[src/rtl/watch_pkg.sv]
// Shared definitions for the watch: button index map, clock rate and the
// per-button conditioner state encoding.
package watch_pkg;

  localparam int BTN_RESET = 0;
  localparam int BTN_MODE  = 1;
  localparam int BTN_EDIT  = 2;
  localparam int BTN_INC   = 3;
  localparam int BTN_START = 4;

  localparam int CLK_HZ = 100_000_000;

  typedef enum logic [1:0] {
    IDLE,
    PRESS_WAIT,
    PRESSED,
    RELEASE_WAIT
  } btn_state_t;

endpackage

[src/rtl/btn_debounce.sv]
// One button channel: 2-flop synchroniser, debounce FSM, hold counter and,
// with BTN_AUTOREPEAT_EN defined, an auto-repeat counter.
module btn_debounce
  import watch_pkg::*;
#(
  parameter int DEBOUNCE_CYCLES = 1_000_000,
  parameter int HOLD_CYCLES     = 100_000_000,
  parameter int REPEAT_CYCLES   = 20_000_000
) (
  input  logic clk,
  input  logic reset,
  input  logic btn_raw,
  output logic btn_level,
  output logic btn_press,
  output logic btn_hold,
  output logic btn_release
);

  localparam int DW = $clog2(DEBOUNCE_CYCLES);
  localparam int HW = $clog2(HOLD_CYCLES + 1);
  localparam logic [DW-1:0] DB_ONE    = DW'(1);
  localparam logic [DW-1:0] DB_LAST   = DW'(DEBOUNCE_CYCLES - 1);
  localparam logic [HW-1:0] HOLD_LAST = HW'(HOLD_CYCLES - 1);
  localparam logic [HW-1:0] HOLD_SAT  = HW'(HOLD_CYCLES);

  logic s1_q, s2_q;
  btn_state_t state_q, state_d;
  logic [DW-1:0] db_q, db_d;
  logic [HW-1:0] hold_cnt_q, hold_cnt_d;
  logic level_q, level_d, press_q, press_d, hold_q, hold_d, rel_q, rel_d;

`ifdef BTN_AUTOREPEAT_EN
  localparam int RW = $clog2(REPEAT_CYCLES + 1);
  localparam logic [RW-1:0] REP_LAST = RW'(REPEAT_CYCLES - 1);
  logic [RW-1:0] rep_q, rep_d;
`endif

  always_comb begin
    state_d    = state_q;
    db_d       = db_q;
    hold_cnt_d = hold_cnt_q;
    level_d    = level_q;
    press_d    = 1'b0;
    hold_d     = 1'b0;
    rel_d      = 1'b0;
`ifdef BTN_AUTOREPEAT_EN
    rep_d      = rep_q;
`endif
    case (state_q)
      IDLE: if (s2_q) begin
        state_d = PRESS_WAIT;
        db_d    = DB_ONE;
      end
      PRESS_WAIT: begin
        if (!s2_q) begin
          state_d = IDLE;
          db_d    = '0;
        end else if (db_q == DB_LAST) begin
          state_d = PRESSED;
          press_d = 1'b1;
          level_d = 1'b1;
          db_d    = '0;
        end else db_d = db_q + DB_ONE;
      end
      PRESSED: begin
        if (!s2_q) begin
          state_d = RELEASE_WAIT;
          db_d    = DB_ONE;
        end else if (hold_cnt_q == HOLD_LAST) begin
          hold_d     = 1'b1;
          hold_cnt_d = HOLD_SAT;
        end else if (hold_cnt_q != HOLD_SAT) begin
          hold_cnt_d = hold_cnt_q + HW'(1);
        end
`ifdef BTN_AUTOREPEAT_EN
        // Repeat only runs once the hold has fired (counter saturated).
        else if (rep_q == REP_LAST) begin
          press_d = 1'b1;
          rep_d   = '0;
        end else rep_d = rep_q + RW'(1);
`endif
      end
      RELEASE_WAIT: begin
        if (s2_q) begin
          state_d = PRESSED;
          db_d    = '0;
`ifdef BTN_AUTOREPEAT_EN
          rep_d   = '0;
`endif
        end else if (db_q == DB_LAST) begin
          state_d    = IDLE;
          rel_d      = 1'b1;
          level_d    = 1'b0;
          db_d       = '0;
          hold_cnt_d = '0;
`ifdef BTN_AUTOREPEAT_EN
          rep_d      = '0;
`endif
        end else db_d = db_q + DB_ONE;
      end
      default: state_d = IDLE;
    endcase
  end

  always_ff @(posedge clk) begin
    if (reset) begin
      s1_q       <= 1'b0;
      s2_q       <= 1'b0;
      state_q    <= IDLE;
      db_q       <= '0;
      hold_cnt_q <= '0;
      level_q    <= 1'b0;
      press_q    <= 1'b0;
      hold_q     <= 1'b0;
      rel_q      <= 1'b0;
`ifdef BTN_AUTOREPEAT_EN
      rep_q      <= '0;
`endif
    end else begin
      s1_q       <= btn_raw;
      s2_q       <= s1_q;
      state_q    <= state_d;
      db_q       <= db_d;
      hold_cnt_q <= hold_cnt_d;
      level_q    <= level_d;
      press_q    <= press_d;
      hold_q     <= hold_d;
      rel_q      <= rel_d;
`ifdef BTN_AUTOREPEAT_EN
      rep_q      <= rep_d;
`endif
    end
  end

  assign btn_level   = level_q;
  assign btn_press   = press_q;
  assign btn_hold    = hold_q;
  assign btn_release = rel_q;

endmodule

[src/rtl/btn_conditioner.sv]
// Push-button input stage: NUM_BTN independent debounce channels producing
// level, press, hold and release. Auto-repeat is enabled by BTN_AUTOREPEAT_EN.
module btn_conditioner
  import watch_pkg::*;
#(
  parameter int NUM_BTN         = 5,
  parameter int DEBOUNCE_CYCLES = 1_000_000,
  parameter int HOLD_CYCLES     = 100_000_000,
  parameter int REPEAT_CYCLES   = 20_000_000
) (
  input  logic               clk,
  input  logic               reset,
  input  logic [NUM_BTN-1:0] btn_raw,
  output logic [NUM_BTN-1:0] btn_level,
  output logic [NUM_BTN-1:0] btn_press,
  output logic [NUM_BTN-1:0] btn_hold,
  output logic [NUM_BTN-1:0] btn_release
);

  if (DEBOUNCE_CYCLES < 2 || HOLD_CYCLES <= DEBOUNCE_CYCLES || REPEAT_CYCLES < 1) begin : g_bad_cfg
    $error("btn_conditioner: inconsistent timing parameters");
  end

  for (genvar i = 0; i < NUM_BTN; i++) begin : g_ch
    btn_debounce #(
      .DEBOUNCE_CYCLES(DEBOUNCE_CYCLES),
      .HOLD_CYCLES    (HOLD_CYCLES),
      .REPEAT_CYCLES  (REPEAT_CYCLES)
    ) u_ch (
      .clk        (clk),
      .reset      (reset),
      .btn_raw    (btn_raw[i]),
      .btn_level  (btn_level[i]),
      .btn_press  (btn_press[i]),
      .btn_hold   (btn_hold[i]),
      .btn_release(btn_release[i])
    );
  end

endmodule

[config.mk]
export PLATFORM = sky130hd
export DESIGN_NAME = btn_conditioner
export DESIGN_NICKNAME = d
export VERILOG_FILES = /design/src/rtl/watch_pkg.sv /design/src/rtl/btn_debounce.sv /design/src/rtl/btn_conditioner.sv
export SDC_FILE = /design/constraint.sdc
export NUM_CORES = 1
export LEC_CHECK = 0
export ABC_AREA = 0
export BUFFER_PORTS_ARGS = -buffer_cell sky130_fd_sc_hd__buf_2
export CORE_MARGIN = 4
export CORE_UTILIZATION = 35
export DETAILED_ROUTE_END_ITERATION = 6
export GPL_TIMING_DRIVEN = 1
export PLACE_DENSITY = 0.61
export SETUP_SLACK_MARGIN = 0.15
export SLEW_MARGIN = 15
export SYNTH_ARGS = -nofsm -noshare
export SYNTH_HDL_FRONTEND = slang
export SYNTH_SLANG_ARGS = --single-unit
[constraint.sdc]
create_clock -name clk -period 2.5 [get_ports clk]
set_input_delay 0.5 -clock clk [delete_from_list [all_inputs] [get_ports clk]]
set_output_delay 0.5 -clock clk [all_outputs]
set_load 0.1 [all_outputs]
==> impl_metrics.tcl <==
set metrics [dict create \
    status "finished, final reports clean" \
    avgRoutedWirePerCell_um 15.5 \
    cts-root-buf "clkbuf_16" \
    grt_pass1_vias 13756 \
    start_util 0.353 \
    yosysWarnings 0 \
    ioPinCount 27 \
    syn_inst 1926 \
    die_h_um 214 \
    seq_area_frac_synth 0.371 \
    worstPathArrival_ns 2.89 \
    post-route-period-util 0.971 \
    fillCellCount 4153 \
    vias 14856 \
    synth.distinct_cells 64 \
    crit_type "reg2reg" \
    finalNonFillerCells 2554 \
    rsz0062_at_grt "yes" \
    crit_chain "or4bb_1 > or4_4 > o31ai_4 > o31a_1 > buf_6 > buf_12 > a21oi_1 > a211oi_1" \
    die_x_um 214 \
    finalSetupViolations 0 \
    clk_latency_ns 0.55 \
    drt_iter0_markers 1182 \
    dieArea_mm2 0.0457 \
    finish.utilization 0.424 \
    cts_num_sinks 275 \
    clockBufferDepth 3 \
    synthArstFlopShare 0 \
    htreeDepth 2 \
    max-cap-violations 0 \
    period_minus_slack_ns 2.43 \
    grt_max_degree 129 \
    drtPass1Iterations 5 \
    cp.required_ns 2.96 \
    hpwl_um 25300 \
    path_buf_inv 2 \
    holdWs_ns 0.172 \
    viasPerCell 5.82 \
    io_buffers 26 \
    routed_wl_um 39600 \
    numCtsBuffers 35 \
    synth_nets 1948 \
    slew_viol_final 0 \
    finClkSkew_ns 0.0221 \
    antenna_left 0 \
    diodes 0 \
    cpPeakStageDelay_ns 0.53 \
    nets 2013 \
    place_congestion 0.840 \
    cts.clk_slew.worst_paths_ns 0.06 \
    clock.fmax_mhz 412 \
    coreArea_mm2 0.0419 \
    path_delay_family "simple AND/OR/NAND/NOR gates" \
    p_leak_uw 0.00577 \
    layout-drive-gt1-share 0.157 \
    hold_buffers 0 \
    synth_edf_count 0 \
    pwr_density_cell_mw_per_mm2 571 \
    grtUsageTotal 0.167 \
    grt_overflow 0 \
    r2r_slack_ns 0.07 \
    timing_hold_violations_final 0 \
    ys_seq_elements 275 \
    area_growth_pct 20.1 \
    cp-end-kind "register" \
    antenna_found_initial 0 \
    syn_area_mm2 0.0148 \
    cts_tree "yes" \
    critPathLaunchType "register" \
    grt_pass1_wl_um 66500 \
    dp.cells 2474 \
    crit_fanout 6 \
    rows 75 \
    slew_headroom 0.320 \
    drcViolationCount 0 \
    slowest_stage "or4bb_1" \
    hp-class "in2reg" \
    syn_avg_cell_area_um2 7.70 \
    tightest_slew_ns 1.02 \
    synthFlopType "dfxtp_1" \
    ir_drop_mv 0.356 \
]
-- flip-flops by register name, summed over array words and instances, names as in the netlist, named ones only --
name and cells:
g_ch.u_ch.btn_hold 5, g_ch.u_ch.btn_press 5, g_ch.u_ch.db_q 100, g_ch.u_ch.hold_cnt_q 135, g_ch.u_ch.state_q 5, g_ch.u_ch.s2_q 5, g_ch.u_ch.btn_release 5, g_ch.u_ch.btn_level 5
g_ch.u_ch.s1_q 5
-- worst paths after layout --
check	to	cells past startpoint	startpoint
max reg2reg	g_ch[3].u_ch.hold_cnt_q[7]	8	g_ch[3].u_ch.hold_cnt_q[12]
max	g_ch[3].u_ch.hold_cnt_q[7]	8	g_ch[3].u_ch.hold_cnt_q[12]
min	g_ch[0].u_ch.s1_q	2	btn_raw[0]
min reg2reg	g_ch[0].u_ch.s2_q	1	g_ch[0].u_ch.s1_q
-- timing repair --
item                                    in CTS  in global routing
resized for setup                           21                 85
gates cloned                                 3                  2
endpoints found under the setup margin      60                100
setup buffers                               11                  3
pin swaps                                    5                 36
-- area by class of cell --
type | count | area (um^2) | share of cell area
Multi-Input combinational cell | 1494 | 8980 | 0.504
Sequential cell | 275 | 5520 | 0.310
Timing Repair Buffer | 158 | 1320 | 0.0741
Clock buffer | 51 | 1050 | 0.0588
Tap cell | 539 | 674 | 0.0379
Clock inverter | 10 | 168 | 0.00942
Inverter | 27 | 101 | 0.00569
-- synth_stat cells (16+ instances only) --
library cell  number  area [um^2]
dfxtp_1          275         5510
a21oi_1          193          966
nand2_1          175          657
nor2_1           172          646
o21ai_0          150          751
clkbuf_1         102          383
nand3_1           89          445
nor3_1            84          420
a311oi_1          57          499
nand4_1           54          338
a31oi_1           49          307
and3_1            46          288
nor4_1            35          219
or3_1             31          194
inv_1             27          101
nor2b_1           27          169
and2_1            23          144
or4_1             23          173
buf_4             21          158
o31ai_1           21          158
a41oi_1           20          175
or2_2             18          113
a211oi_1          16          120
nand4b_1          16          140
-- layer usage --
layer	global-route usage	wire (um)
met5	0	0
met4	0.0585	893
met3	0.0255	1760
met2	0.273	18500
met1	0.227	18400
-- stage by stage --
| stage | cell area, um^2 | worst slack [ns] | TNS, ns | total power (uW) |
|---|---|---|---|---|
| final | 17800 | 0.0729 | 0 | 10200 |
| after global routing | 17800 | -0.0316 | -0.0390 | 10500 |
| after CTS | 17400 | 0.126 | 0 | 10300 |
| after detailed placement | 16000 | -0.0246 | -0.0402 | 4920 |
| after global placement | 16000 | 0.0439 | 0 | 4920 |
| after floorplan | 14800 | 0.154 | 0 | 4830 |
-- report_power, final --
| part | internal [uW] | total (uW) | switching (uW) |
|---|---|---|---|
| sequential | 4420 | 4470 | 42.9 |
| combinational | 100 | 369 | 268 |
| clock | 3320 | 5330 | 2010 |
| total | 7840 | 10200 | 2320 |
-- cell families after synthesis --
family	Yosys count	share of synthesized area
AND/OR/NAND/NOR	884	0.317
AO/OA/AOI/OAI	585	0.248
flip-flops	275	0.371
buffers and inverters	158	0.0462
adder cells (fa/ha/maj)	15	0.0127
XOR/XNOR	8	0.00473
multiplexers	1	0.000675
-- cells in the final DEF (no fill, tap or decap), types with 30 or more instances in the layout --
master and count:
nand4_1 54, buf_4 115, nand2_1 169, nor4_1 31, or3_1 30, a31oi_1 49, nor3_1 80, and3_1 46
clkbuf_16 38, nand3_1 88, dfxtp_1 267, a311oi_1 54, o21ai_0 134, a21oi_1 184, nor2_1 166
Power figures use the tool's default switching activity.
